--- src/rtl/interpolate16.sv ---
// rtl/interpolate16.sv - linear 1:16 interpolator from low-rate unsigned samples to tick-rate output
//
// Purpose: takes IN_W-bit unsigned samples over a valid/ready handshake and, on each
// external tick, emits an OUT_W-bit sample that ramps linearly from the previous input
// sample to the current one over 2^LOG2_R ticks. A one-deep pending slot lets the
// source run ahead by one sample.
//
// Ports:
//   clk           system clock, posedge
//   rst_n         asynchronous active-low reset
//   sample        low-rate input sample
//   sample_valid  sample offered this cycle
//   sample_ready  block can accept (registered, no path from tick)
//   tick          one-cycle output-rate strobe
//   out_sample    interpolated output, registered
//   out_valid     one-cycle pulse, out_sample updated
//   underrun      one-cycle pulse, segment ended with no new sample available

module interpolate16 #(
    parameter int IN_W   = 16,
    parameter int OUT_W  = 12,
    parameter int LOG2_R = 4
) (
    input  logic             clk,
    input  logic             rst_n,
    input  logic [IN_W-1:0]  sample,
    input  logic             sample_valid,
    output logic             sample_ready,
    input  logic             tick,
    output logic [OUT_W-1:0] out_sample,
    output logic             out_valid,
    output logic             underrun
);

    localparam int SHIFT = LOG2_R + IN_W - OUT_W;
    localparam int ACC_W = IN_W + LOG2_R + 2;
    localparam int SCL_W = ACC_W - SHIFT;
    localparam logic [ACC_W-1:0] RND  = {{(ACC_W-1){1'b0}}, 1'b1} << (SHIFT - 1);
    localparam logic [SCL_W-1:0] MAXV = {{(SCL_W-OUT_W){1'b0}}, {OUT_W{1'b1}}};

    typedef enum logic {IDLE, RUN} state_t;

    state_t             state, state_nxt;
    logic [IN_W-1:0]    prev, prev_nxt;
    logic [IN_W-1:0]    cur, cur_nxt;
    logic [IN_W-1:0]    pend, pend_nxt;
    logic               pend_full, pend_full_nxt;
    logic [LOG2_R-1:0]  phase, phase_nxt;
    logic [OUT_W-1:0]   out_sample_nxt;
    logic               out_valid_nxt;
    logic               underrun_nxt;
    logic               ready_q;

    // ready is held in its own flop so it is 0 during reset and rises on the
    // first clock afterwards, while still tracking !pend_full one-for-one.
    assign sample_ready = ready_q;

    // acc = prev*2^LOG2_R + (cur-prev)*phase; the signed difference keeps
    // descending ramps exact, and the sum is never negative.
    logic signed [IN_W:0]    diff;
    logic signed [ACC_W-1:0] base, diff_w, phase_w, prod, acc;
    logic        [ACC_W-1:0] rnd;
    logic        [SCL_W-1:0] scaled;
    logic        [OUT_W-1:0] sat;

    assign diff    = {1'b0, cur} - {1'b0, prev};
    assign base    = {2'b00, prev, {LOG2_R{1'b0}}};
    assign diff_w  = {{(ACC_W-IN_W-1){diff[IN_W]}}, diff};
    assign phase_w = {{(ACC_W-LOG2_R){1'b0}}, phase};
    assign prod    = diff_w * phase_w;
    assign acc     = base + prod;
    assign rnd     = $unsigned(acc) + RND;
    assign scaled  = rnd[ACC_W-1:SHIFT];
    // Rounding can carry a full-scale input past OUT_W bits; clamp instead of wrapping.
    assign sat     = (scaled > MAXV) ? {OUT_W{1'b1}} : scaled[OUT_W-1:0];

    logic accept, seg_end;
    assign accept  = sample_valid && ready_q;
    assign seg_end = tick && (phase == {LOG2_R{1'b1}});

    always_comb begin
        state_nxt      = state;
        prev_nxt       = prev;
        cur_nxt        = cur;
        pend_nxt       = pend;
        pend_full_nxt  = pend_full;
        phase_nxt      = phase;
        out_sample_nxt = out_sample;
        out_valid_nxt  = 1'b0;
        underrun_nxt   = 1'b0;
        case (state)
            IDLE: begin
                if (accept) begin
                    prev_nxt  = sample;
                    cur_nxt   = sample;
                    phase_nxt = '0;
                    state_nxt = RUN;
                end
            end
            RUN: begin
                if (tick) begin
                    out_sample_nxt = sat;
                    out_valid_nxt  = 1'b1;
                    phase_nxt      = phase + 1'b1;
                end
                if (seg_end) begin
                    prev_nxt = cur;
                    if (pend_full) begin
                        cur_nxt       = pend;
                        pend_full_nxt = 1'b0;
                    end else if (accept) begin
                        // Sample arriving exactly at the boundary bypasses the pending slot.
                        cur_nxt = sample;
                    end else begin
                        underrun_nxt = 1'b1;
                    end
                end else if (accept) begin
                    pend_nxt      = sample;
                    pend_full_nxt = 1'b1;
                end
            end
            default: state_nxt = IDLE;
        endcase
    end

    always_ff @(posedge clk or negedge rst_n) begin
        if (!rst_n) begin
            state <= IDLE;
        end else begin
            state <= state_nxt;
        end
    end

    always_ff @(posedge clk or negedge rst_n) begin
        if (!rst_n) begin
            prev       <= '0;
            cur        <= '0;
            pend       <= '0;
            pend_full  <= 1'b0;
            phase      <= '0;
            out_sample <= '0;
            out_valid  <= 1'b0;
            underrun   <= 1'b0;
            ready_q    <= 1'b0;
        end else begin
            prev       <= prev_nxt;
            cur        <= cur_nxt;
            pend       <= pend_nxt;
            pend_full  <= pend_full_nxt;
            phase      <= phase_nxt;
            out_sample <= out_sample_nxt;
            out_valid  <= out_valid_nxt;
            underrun   <= underrun_nxt;
            ready_q    <= !pend_full_nxt;
        end
    end

endmodule
--- config.mk ---
export PLATFORM = sky130hd
export DESIGN_NAME = interpolate16
export DESIGN_NICKNAME = d
export VERILOG_FILES = /design/src/rtl/interpolate16.sv
export SDC_FILE = /design/constraint.sdc
export NUM_CORES = 1
export LEC_CHECK = 0
export CAP_MARGIN = 10
export CELL_PAD_IN_SITES_DETAIL_PLACEMENT = 2
export CELL_PAD_IN_SITES_GLOBAL_PLACEMENT = 2
export CORE_MARGIN = 10
export CORE_UTILIZATION = 40
export CTS_CLUSTER_SIZE = 24
export DETAILED_ROUTE_END_ITERATION = 6
export PLACE_DENSITY_LB_ADDON = 0.12
export SLEW_MARGIN = 10
export SYNTH_ARGS = -nofsm -noshare
export SYNTH_HDL_FRONTEND = slang
export SYNTH_SLANG_ARGS = --single-unit
export TNS_END_PERCENT = 30
--- constraint.sdc ---
create_clock -name clk -period 8.45 [get_ports clk]
set_input_delay 1.69 -clock clk [delete_from_list [all_inputs] [get_ports clk]]
set_output_delay 1.69 -clock clk [all_outputs]
set_load 0.03 [all_outputs]
Word level (Yosys, flattened, before mapping):

Cells that the tools add are included.

* flip-flop bits (word level): 69
* input bits: 20
* logic and storage cells: 51

* add/subtract/negate cells: 4
* $mul: 1
* order comparisons: 1
* equal/unequal tests: 4
* muxes and demuxes: 22
* bitwise logic cells: 2
* reduce and logical (&&, ||, !) cells: 7

Operators by type and width (number)
* 16-bit 2-to-1 mux: 5
* 16-bit one-hot mux with 2 select lines: 2
* 21-bit by 22-bit adder with 22-bit output: 1
* 22-bit by 8-bit adder with 22-bit output (second input constant): 1
* 17-bit by 5-bit multiplier with 22-bit output: 1
* 16-bit by 16-bit subtractor with 17-bit output: 1
* 14-bit by 12-bit greater-than comparator with 1-bit output (second input constant): 1
* 12-bit 2-to-1 mux: 1
* 1-bit 2-to-1 mux: 11
* 4-bit 2-to-1 mux: 2
* 4-bit one-hot mux with 2 select lines: 1
* 2-bit AND reduction: 3
* 4-bit by 1-bit adder with 4-bit output (second input constant): 1
* 4-bit equality test (second input constant): 1
* 2-bit != test (second input constant): 2
* 3-bit AND reduction: 1
* 1-bit logical AND: 2
* 2-bit by 1-bit != test with 1-bit output (second input constant): 1
* 1-bit NOT: 2
* 1-bit zero test: 1

Logic depth before layout (Yosys ltp):

* depth after elaboration: 6
* gate-level depth with buffers: 26
* gate-level depth less buffers: 26

Worst setup path before layout:

Ideal clock, no wire load.

* path type: flip-flop to flip-flop
* from: register prev[2]
* to: register out_sample[6]
* data arrival time: 5.884 ns
* required time: 8.370 ns
* setup slack: 2.486 ns
* cell stages (with the launch flop): 24
* path buffers: 0
* period minus slack after synthesis: 5.964 ns
* cell sequence: dfrtp_1 > inv_1 > ha_1 > nor2b_1 > o21a_1 > o21ai_0 > a21boi_0 > o21ai_1 > nand2b_1 > a21oi_1 > mux2i_1 > fa_1 > fa_1 > fa_1 > ha_1 > ha_1 > nor4_4 > o31ai_4 > a41oi_4 > o21ai_4 > a211oi_4 > mux2i_4 > nor2_4 > a2bb2oi_1

* longest elaborated chain between the ends: 6

RTL lines
* from (decl): line 44 `logic [IN_W-1:0] prev, prev_nxt;`
* from (signal assigned): line 146 `prev <= prev_nxt;`
* 16-bit by 16-bit subtractor with 17-bit output: line 66 `assign diff = {1'b0, cur} - {1'b0, prev};`
* 17-bit by 5-bit multiplier with 22-bit output: line 70 `assign prod = diff_w * phase_w;`
* 21-bit by 22-bit adder with 22-bit output (*): line 71 `assign acc = base + prod;`
* 22-bit by 8-bit adder with 22-bit output (*): line 72 `assign rnd = $unsigned(acc) + RND;`
* 14-bit by 12-bit greater-than comparator with 1-bit output: line 75 `assign sat = (scaled > MAXV) ? {OUT_W{1'b1}} : scaled[OUT_W-1:0];`
* 12-bit 2-to-1 mux (*): line 75
* to (signal assigned): line 151 `out_sample <= out_sample_nxt;`
* to (decl): line 30 `output logic [OUT_W-1:0] out_sample,`

Mark *: on every way between the ends. The rest lies on a longest branch, timed or not.
A chain may end at the register's enable or synchronous reset.

Worst setup path after layout:

* from: register cur[0]
* to: register out_sample[6]

* longest elaborated chain between the ends: 6

RTL lines
* from (decl): line 45 `logic [IN_W-1:0] cur, cur_nxt;`
* from (signal assigned): line 147 `cur <= cur_nxt;`
* 16-bit by 16-bit subtractor with 17-bit output (*): line 66
* 17-bit by 5-bit multiplier with 22-bit output (*): line 70
* 21-bit by 22-bit adder with 22-bit output (*): line 71
* 22-bit by 8-bit adder with 22-bit output (*): line 72
* 14-bit by 12-bit greater-than comparator with 1-bit output: line 75
* 12-bit 2-to-1 mux (*): line 75

Marked as above.

==> reports/results.txt <==
Run status: finished clean
Area used by sequential logic in the layout: 0.001727 mm^2
Worst clock skew: 0.008500 ns
Post-synth top cells: ha_1 (72), dfrtp_1 (69), nand2_1 (59)
Buffers added on ports: 34
Syn nets: 810
Post-synth top area share: 26.50%
Maximum number of pins on one net before global-route repair: 70
Total Wirelength: 17420 um
Diode insertion count for antenna repair: 0
Worst Reg-to-Reg Cells: 24
Detailed-route vias per instance: 5.367
Footprint of the multi-input gates: 0.004519 mm^2
Longest Clk Path Bufs: 2
Synthesized cell area: 0.006516 mm^2
Number of buffer and inverter instances along the worst setup path: 1
Post-synthesis cell type with the largest combined area: dfrtp_1
Die Area: 0.02180 mm^2
Top-level port count: 35
CTS tree: done
Share of post-route cells with drive strength above 1: 6.887%
Part of the Yosys area used for sequential elements: 26.50%
Fraction of registers with async set/reset: 100.0%
Number of synthesized flops with an enable pin: 0
Total GRT Usage: 16.66%
DRC: 0
# resized after CTS: 0
Classification of the worst setup path: flip-flop to flip-flop
Wire length of the first global-routing pass: 29730 um
Commonest register cell after synthesis: dfrtp_1
Required arrival time at the worst endpoint: 8.70 ns
Worst hold stages: 2
Total of flip-flops plus latches after synthesis: 69
Number of violations of the max-capacitance limit: 0
Number of warning messages in the yosys log: 0
Slew at the pin closest to its max-slew limit: 1.049 ns
Summed area of non-filler cells in the final layout: 0.007368 mm^2
Clock sink count: 69
Placement Rows: 46
Max Slew Vio Count: 0
TritonRoute pass-1 iters: 4
Final cycle utilization of the critical path: 78.31%
Number of hold violations in the final report: 0
Die Wd: 147.6 um
Remaining global-route overflow: 0
Average size of a mapped cell: 9.784 um^2
Number of fill cells in the layout: 1691
Post-DRT Antenna Nets: 0
Clock-pin slew reported for the worst setup and hold paths after clock tree synthesis: 0.06 ns
Arrival @ worst endpoint: 6.87 ns
Slowest cell delay on critical path: 0.50 ns
Setup repair after global routing missed its margin: no
Source-to-sink clock delay at the later pin of the worst-skew pair: 0.34 ns
Dominant cell by count in the synthesized netlist: ha_1
Cell Area, Placed: 0.007069 mm^2
Yosys cell types: 57
Gate count after technology mapping: 666
Floorplan Core Area: 0.01594 mm^2
Detailed placement HPWL: 13840 um
Setup TNS: 0 ns
WP depth: 24
TritonCTS Buffers: 9
Top cell family by delay on the critical path: adder cells
Final Critical Period: 6.617 ns
Initial DRC Count: 123
Maximum clock frequency: 151.1 MHz
Initial Utilization: 40.87%
Worst min-delay path category: flip-flop to flip-flop
Syn-to-layout area delta: 13.08%
Non-filler instance count after layout: 913
Final net count: 836
Root cell of the clock tree: clkbuf_16
Critical-path cell list: inv_1, ha_1, fa_1, nor2b_1, o21a_1, o21ai_0, a21boi_0, o21ai_1, nand2b_1, a21oi_1, mux2i_1, fa_1, fa_1, fa_1, ha_1, ha_1, nor4_4, o31ai_4, a41oi_4, o21ai_4, a211oi_4, mux2i_4, nor2_4, a2bb2oi_1
Antenna violations before repair: 0
Post-CTS Setup Repair Bufs: 0
CTS H-tree depth: 3
Top post-synthesis cells by area: dfrtp_1 (26%), fa_1 (16%), ha_1 (14%)
Highest fanout seen on the critical path: 9
Placed Cells: 897
Weighted congestion reported at the end of routability-driven placement: 0.7957
Number of global-route vias before repair: 5727
Critical-path cell with the highest stage delay: fa_1
Cell type with the highest occurrence count on the critical path: fa_1
Worst-case hold slack: 0.4678 ns
Vertical extent of the die: 147.6 um
Max-Slew Margin vs Limit: 29.84%
Startpoint type of the worst setup path: flip-flop
Setup violators final: 0
Hold Buf Count CTS: 0
Element type at the critical path end: flip-flop
Vias: 4900
Routed wire per std cell: 19.08 um
## final timing paths
kind | end | from | slack [ns]
min in group asynchronous | out_sample[11]$_DFFE_PN0P_ | rst_n | 1.54
min reg2reg | out_sample[8]$_DFFE_PN0P_ | out_sample[8]$_DFFE_PN0P_ | 0.47
min | out_sample[8]$_DFFE_PN0P_ | out_sample[8]$_DFFE_PN0P_ | 0.47
max reg2reg | out_sample[6]$_DFFE_PN0P_ | cur[0]$_DFFE_PN0P_ | 1.83
max in group asynchronous | prev[11]$_DFFE_PN0P_ | rst_n | 6.28
max | out_sample[6]$_DFFE_PN0P_ | cur[0]$_DFFE_PN0P_ | 1.83
## layout by cell type, fill, tap and decap left out, types with 6 or more instances in the layout
cell,instances
nor2b_1,8
nand2b_1,10
ha_1,72
a21oi_1,34
a21o_1,8
clkbuf_16,9
xor2_1,6
and2_1,53
o21ai_0,22
dfrtp_1,69
and3_1,6
inv_1,50
xnor2_1,20
nor2_1,39
fa_1,52
a22oi_1,14
mux2_2,16
clkdlybuf4s50_1,33
o21ai_1,10
nand2_1,59
nor3_1,9
mux2i_1,20
nand3_1,8
## logic make-up after synthesis
kind of cell / after synthesis / share of synthesized area, %
compound gates: 127 / 13.33
xor+xnor: 26 / 3.495
fa+ha+maj: 124 / 29.80
buf+inv: 73 / 4.205
flops: 69 / 26.50
mux: 37 / 6.183
simple gates: 210 / 16.49
## flip-flops by register name, summed over array words and instances, names as in the netlist
register and flops:
cur 16, out_sample 12, out_valid 1, pend 16, pend_full 1, phase 4, prev 16, sample_ready 1
state 1, underrun 1
## tightest hold or removal path, stage by stage (launching register included)
cell,delay (ns)
dfrtp_1,0.34
nand2_1,0.05
nand2_1,0.05
## cell type report
class / count / area share [%]
Sequential cell: 69 / 23.43
Inverter: 50 / 2.547
Timing Repair Buffer: 38 / 4.958
Clock buffer: 10 / 3.107
Clock inverter: 6 / 0.9509
Tap cell: 216 / 3.668
Multi-Input combinational cell: 524 / 61.33
## metrics by stage
step	utilization, %	worst slack [ns]
3_5_place_dp	44.34	1.817
2_1_floorplan	-	2.486
3_3_place_gp	44.34	2.107
4_1_cts	46.22	1.767
5_1_grt	46.22	1.320
6_report	46.22	1.833
## layer usage
metal / vias up / GRT usage, % / share of wire [%]
met4: 0 / 4.212 / 1.0
li1: 2337 / - / -
met5: - / 0 / 0
met1: 2499 / 20.83 / 46
met3: 12 / 2.839 / 3.5
met2: 52 / 29.08 / 50
Power is not shown: default switching activity piles up to over one toggle a cycle in this logic, so the estimate is an artifact.
